[config.mk]
export PLATFORM = sky130hd
export DESIGN_NAME = status_flag_stack
export DESIGN_NICKNAME = d
export VERILOG_FILES = /design/src/rtl/status_pkg.sv /design/src/rtl/flag_lifo_mem.sv /design/src/rtl/status_flag_stack.sv
export SDC_FILE = /design/constraint.sdc
export NUM_CORES = 1
export LEC_CHECK = 0
export BUFFER_PORTS_ARGS = -buffer_cell sky130_fd_sc_hd__buf_2
export CORE_UTILIZATION = 55
export DETAILED_ROUTE_END_ITERATION = 7
export GPL_TIMING_DRIVEN = 1
export PLACE_DENSITY = 0.79
export SLEW_MARGIN = 20
export SYNTH_ARGS = -nofsm -noshare
export SYNTH_HDL_FRONTEND = slang
export SYNTH_HIERARCHICAL = 1
export SYNTH_SLANG_ARGS = --single-unit
[constraint.sdc]
create_clock -name clk -period 4.28 [get_ports clk]
set_clock_uncertainty 0.1 [all_clocks]
set_input_delay 0.214 -clock clk [delete_from_list [all_inputs] [get_ports clk]]
set_output_delay 0.214 -clock clk [all_outputs]
set_load 0.02 [all_outputs]
[src/rtl/status_pkg.sv]
// Shared status-flag types for the save/restore stack.
// Field order matches the status register's {Z,C,N,O} concatenation.
package status_pkg;

  typedef struct packed {
    logic z;
    logic c;
    logic n;
    logic o;
  } flags_t;

  localparam flags_t FLAGS_RST = 4'b0;

endpackage

[src/rtl/flag_lifo_mem.sv]
// DEPTH x 4 register array for saved flag contexts.
// One write port and one combinational read port.
module flag_lifo_mem
  import status_pkg::*;
#(
  parameter int DEPTH = 4,
  parameter int AW    = $clog2(DEPTH)
) (
  input  logic          clk,
  input  logic          we,
  input  logic [AW-1:0] waddr,
  input  flags_t        wdata,
  input  logic [AW-1:0] raddr,
  output flags_t        rdata
);

  flags_t mem [DEPTH];

  always_ff @(posedge clk) begin
    if (we) mem[waddr] <= wdata;
  end

  assign rdata = mem[raddr];

endmodule

[src/rtl/status_flag_stack.sv]
// LIFO save/restore of the {Z,C,N,O} status flags with a registered restore word.
// Define STATUS_FLAG_STACK_ERR_EN to build the sticky ovf_err/udf_err registers.
module status_flag_stack
  import status_pkg::*;
#(
  parameter int DEPTH = 4,
  parameter int LVL_W = $clog2(DEPTH+1)
) (
  input  logic             clk,
  input  logic             syn_n_rst,
  input  logic             Z_in,
  input  logic             C_in,
  input  logic             N_in,
  input  logic             O_in,
  input  logic             push,
  input  logic             pop,
  output logic             Z_out,
  output logic             C_out,
  output logic             N_out,
  output logic             O_out,
  output logic             rst_valid,
  output logic [LVL_W-1:0] level,
  output logic             full,
  output logic             empty,
  output logic             ovf_err,
  output logic             udf_err
);

  localparam int AW = $clog2(DEPTH);

  flags_t           cur_flags;
  flags_t           out_q;
  flags_t           top_flags;
  logic [LVL_W-1:0] level_m1;
  logic [AW-1:0]    top_addr;
  logic [AW-1:0]    waddr;
  logic             do_push, do_pop, do_swap, do_pass, we;

  assign cur_flags = {Z_in, C_in, N_in, O_in};
  assign full      = (level == LVL_W'(DEPTH));
  assign empty     = (level == '0);
  assign level_m1  = level - LVL_W'(1);
  assign top_addr  = level_m1[AW-1:0];

  assign do_push = push & ~pop & ~full;
  assign do_pop  = pop & ~push & ~empty;
  assign do_swap = push & pop & ~empty;
  assign do_pass = push & pop & empty;

  // A swap rewrites the current top in place; a plain push writes above it.
  assign we    = syn_n_rst & (do_push | do_swap);
  assign waddr = do_push ? level[AW-1:0] : top_addr;

  flag_lifo_mem #(.DEPTH(DEPTH), .AW(AW)) u_mem (
    .clk   (clk),
    .we    (we),
    .waddr (waddr),
    .wdata (cur_flags),
    .raddr (top_addr),
    .rdata (top_flags)
  );

  always_ff @(posedge clk) begin
    if (!syn_n_rst) begin
      level     <= '0;
      out_q     <= FLAGS_RST;
      rst_valid <= 1'b0;
    end else begin
      rst_valid <= do_pop | do_swap | do_pass;
      if (do_pop | do_swap)  out_q <= top_flags;
      else if (do_pass)      out_q <= cur_flags;
      if (do_push)           level <= level + LVL_W'(1);
      else if (do_pop)       level <= level_m1;
    end
  end

  assign Z_out = out_q.z;
  assign C_out = out_q.c;
  assign N_out = out_q.n;
  assign O_out = out_q.o;

`ifdef STATUS_FLAG_STACK_ERR_EN
  always_ff @(posedge clk) begin
    if (!syn_n_rst) begin
      ovf_err <= 1'b0;
      udf_err <= 1'b0;
    end else begin
      if (push & ~pop & full)  ovf_err <= 1'b1;
      if (pop & ~push & empty) udf_err <= 1'b1;
    end
  end
`else
  assign ovf_err = 1'b0;
  assign udf_err = 1'b0;
`endif

endmodule

# Word level (Yosys, flattened, before mapping)
# Memories as Yosys holds them, arrays and structs flattened.
# Index checks and enable logic that the tools add are counted.
# totals
reg_bits	8
latch_bits	0
ramBits	16
mem_bits_ro	0
input_bits	8
output_inout_bits	12
elab_cells	35
n_memories	1
# memory_table
name	depth	width	rd	rd_ports_with_merged_regs	write_ports	line	source
u_mem.mem	4	4	1	0	1	flag_lifo_mem.sv:17	flags_t mem [DEPTH];
# op_classes
add_sub_neg	2
multipliers	0
div_mod_pow	0
n_lt_le_gt_ge	0
n_eq_ne	1
shift	0
n_mux	7
n_bitwise	15
reduce_logical	3
# op_table
op	count
bitwise AND 1 bit	8
two-way mux 4 bit	2
two-way mux 3 bit	2
inverter 1 bit	4
nonzero test 2 bit	2
adder 3 x 1 -> 3 bit, second input constant	1
== test 3 bit, second input constant	1
zero test 3 bit	1
bitwise OR 1 bit	3
subtractor 3 x 1 -> 3 bit, second input constant	1
two-way mux 1 bit	2
two-way mux 2 bit	1

# Depth between registers and ports, before layout
# depth
ltp_word	7
mapped_depth	8
ltp_nobuf	8

# Cells and area by module
# Netlist, hierarchy kept.
# modules_own_cells
mod	instances	cells_per_inst	area_each_um2	seq_area_each_um2
flag_lifo_mem	1	24	616.8	480.5
status_flag_stack	1	64	529.3	160.2

# Least setup slack after synthesis
# Ideal clock, no wire load.
# synth_path
path_kind	reg-to-reg
startpoint	reg level[0]
endpoint	mem u_mem/mem[0][0] in the netlist's numbering (enable)
setup_ns	0.367
arrival_ns	2.127
t_required_ns	3.813
setup_slack_ns	1.686
stages_incl_launch_ff	9
path_buffers	0
synth_period_minus_slack_ns	2.594
cell_sequence	dfxtp_1 > inv_1 > ha_1 > and2_4 > nor3b_4 > inv_2 > ha_1 > inv_1 > nor3b_1
# synth_between
elab_cells_between_ends	12
classes_between	1 x add/sub; 1 x eq/ne; 3 x mux; 6 x bitwise; 1 x reduce/logical
# synth_lines
item	line	source
from (decl)	status_flag_stack.sv:22	output logic [LVL_W-1:0] level,
from (signal assigned)	status_flag_stack.sv:72	if (do_push) level <= level + LVL_W'(1);
from (signal assigned)	status_flag_stack.sv:73	else if (do_pop) level <= level_m1;
subtractor 3 x 1 -> 3 bit	status_flag_stack.sv:42	assign level_m1 = level - LVL_W'(1);
named net level_m1[0]	status_flag_stack.sv:34	logic [LVL_W-1:0] level_m1;
two-way mux 2 bit	status_flag_stack.sv:52	assign waddr = do_push ? level[AW-1:0] : top_addr;
named net waddr[0]	status_flag_stack.sv:36	logic [AW-1:0] waddr;
to (decl)	flag_lifo_mem.sv:17	
# The timed path passes the listed nets, and every way through them passes these cells.

# Worst setup path after layout
# Ends and elaborated chain as after synthesis.

==> metrics.cfg <==
[sta]
max_clock_freq_mhz=376.6
finalMaxSlewViolations=0
fin_crit_ns=2.656
setup_viol=0
rsz0062_at_grt=no
finalCritPeriodShare_pct=62.04
max_slew_margin_pct=62.31
setup-tns-final_ns=0
hold_violations=0
tightest_slew_ns=0.5641
fin_ws_ns=1.624

[layout]
n_fill_cell=164
antennaDiodeCount=0
multiInputGateArea_sq_um=456.7
final_nets=117
fin_util_pct=65.63
syn_to_final_growth_pct=12.34
layout-drive-gt1-share_pct=25.00
register_area_sq_um=640.6
final_cells=131

[clock_tree]
clkTransAtPathRegs_ns=0.13
cts_max_level=1
cts_resized=0
cts_hold_buf=0
clk_latency_ns=0.31
cts_buffers=3
cts_buffer_depth=2
cts_setup_buffers=0
cts_sinks=24
cts_tree=yes
ctsRootBufferMaster=clkbuf_4

[drt]
via_per_inst=5.427
postRouteAntennaNets=0
drc=0
highest_layer=met4
route.vias.total=711
first_pass_iters=4
wl_um=1783
met3WireLength_um=74
route.met2.wl_um=862
wl_per_cell_um=13.61
drtIter0Drc=15
wl_met1_um=830

[grt]
grt_max_degree=15
overflow=0
grt_pass1_wl_um=2608
antenna_found_initial=0
first_global_vias=611
gr-usage-all-layers_pct=18.05

[logic_synthesis]
yosys.area.top_type_share_pct=41.92
syn_inst=88
ys_seq_elements=24
ys_seq_area_share_pct=55.90
ys_warn_count=6
synth.area.top_cells=edfxtp_1, dfxtp_1, mux4_1
ys_types=31
syn_avg_cell_area_sq_um=13.02
syn_area_sq_um=1146
synth_area_leader_cell=edfxtp_1

[die]
core_area_sq_um=1962
num_rows=16
dieArea_sq_um=2271
io_pins=20
fp.dieH_um=47.65
initial_core_util_pct=58.42
die_width_um=47.65

[setup_path]
worst-setup-path-type=reg2reg
crit_chain=inv_1 > ha_1 > and2_4 > nor3b_4 > inv_2 > ha_1 > inv_1 > nor3b_1
cp-end-kind=register
cp_slowest_stage_delay_ns=0.48
cp_data_arrival_time_ns=2.52
cp_slowest_cell=nor3b_1
cp-start-kind=register
path_max_fanout=8
cp.required_ns=4.15

[pwr]
clkPwrFrac_pct=30.9
power_leakage_nw=0.5593
peakVddDrop_mv=0.2680
p_switching_uw=129.7
pwr-share-comb_pct=18.4
sequentialPowerShare_pct=50.7
swShare_pct=24.79
p_per_area_nw_per_um2=406.4
intPower_uw=393.6

[placed_design]
gp_congestion=0.6947
portBuffers=17
dp_slack_ns=1.633
dp.cells=127
dp_hpwl_um=1372

[outcome]
outcome=finished clean

[min_path]
hold_path_class=in2reg

[flow_run]
max_cap_violations=0

## sequential cells by signal (all words and copies together), names as in the netlist
signal,flops
N_out,1
rst_valid,1
level,3
u_mem/mem,16
O_out,1
Z_out,1
C_out,1
## cells in the final DEF (no fill, tap or decap)
cell,synthesis,layout
mux2i_1,1,1
nor3b_4,1,1
and3_1,1,1
conb_1,1,2
nor2b_2,1,1
dfxtp_1,8,8
clkbuf_4,0,3
buf_2,3,17
nand2b_1,1,1
a21boi_0,1,1
inv_1,4,4
a211o_1,1,1
inv_2,1,1
nand3b_1,2,2
o21ai_0,3,3
o21a_1,1,1
ha_1,4,4
nor3b_1,1,1
nor2_1,3,3
and2_4,1,1
a21oi_1,2,2
nor3b_2,1,1
o21ai_1,1,1
o311a_1,1,1
nand2_1,6,6
nand3_1,9,9
mux4_1,4,4
bufinv_16,0,1
edfxtp_1,16,16
and3b_1,2,2
o211a_1,4,4
## Yosys cell counts (all sizes together)
cell type	instances
nand2	6
clkbuf	1
o211a	4
dfxtp	8
mux4	4
buf	5
o21ai	4
o21a	1
and3	1
ha	4
a21oi	2
nor2	3
a21boi	1
and2	1
nand3b	2
conb	1
nand3	9
nor2b	1
edfxtp	16
nor3b	3
o311a	1
a211o	1
and3b	2
mux2i	1
nand2b	1
inv	5
## stage by stage
stage | cell area (sq um) | power [mW] | hold WS [ns]
after global placement | 1235 | 0.3644 | 0.3575
after CTS | 1287 | 0.5286 | 0.03174
after floorplan | 1150 | 0.3442 | 0.2129
after detailed placement | 1235 | 0.3676 | 0.3698
after global routing | 1287 | 0.5500 | 0.03413
final | 1287 | 0.5233 | 0.04102
## power groups by stage
stage / clock network (mW) / logic (mW) / registers (mW)
final: 0.162 / 0.0963 / 0.265
after global placement: 0 / 0.0940 / 0.270
after floorplan: 0 / 0.0639 / 0.280
after detailed placement: 0 / 0.0967 / 0.271
after CTS: 0.166 / 0.0970 / 0.266
after global routing: 0.175 / 0.108 / 0.267
## critical path, delay by kind of cell (launching register included)
kind | cells | cell delay (ns)
adders and majority gates | 2 | 0.55
buffers and inverters | 3 | 0.33
DFF | 1 | 0.39
and+or+nand+nor | 3 | 0.93
## cell families after synthesis
logic type                 share of synthesized area, %
buffers and inverters                             4.583
AOI/OAI and AO/OA                                 9.061
DFF                                               55.89
muxes                                             10.04
other                                            0.3272
and+or+nand+nor                                   15.72
adders and majority gates                         4.367
## layer usage
layer | GRT usage, % | up-vias
met5 | 0 | -
met4 | 8.333 | 0
met3 | 4.528 | 2
met2 | 30.41 | 18
met1 | 21.89 | 333
li1 | - | 358
## area by class of cell
type / count / area share [%]
sequential: 24 / 49.76
multi-input combinational: 54 / 35.47
timing repair buffer: 17 / 6.608
tap: 27 / 2.624
clock inverter: 1 / 2.332
clock buffer: 3 / 1.749
inverter: 5 / 1.458
## path summary, 6_finish.rpt
| path | from | to | slack, ns | cells after the start |
|---|---|---|---|---|
| max | level[0] | u_mem/mem[0][0] | 1.62 | 8 |
| max reg2reg | level[0] | u_mem/mem[0][0] | 1.62 | 8 |
| min reg2reg | level[2] | level[2] | 0.43 | 1 |
| min | N_in | u_mem/mem[1][1] | 0.04 | 1 |
No activity file was read; power rests on OpenSTA's default activity.
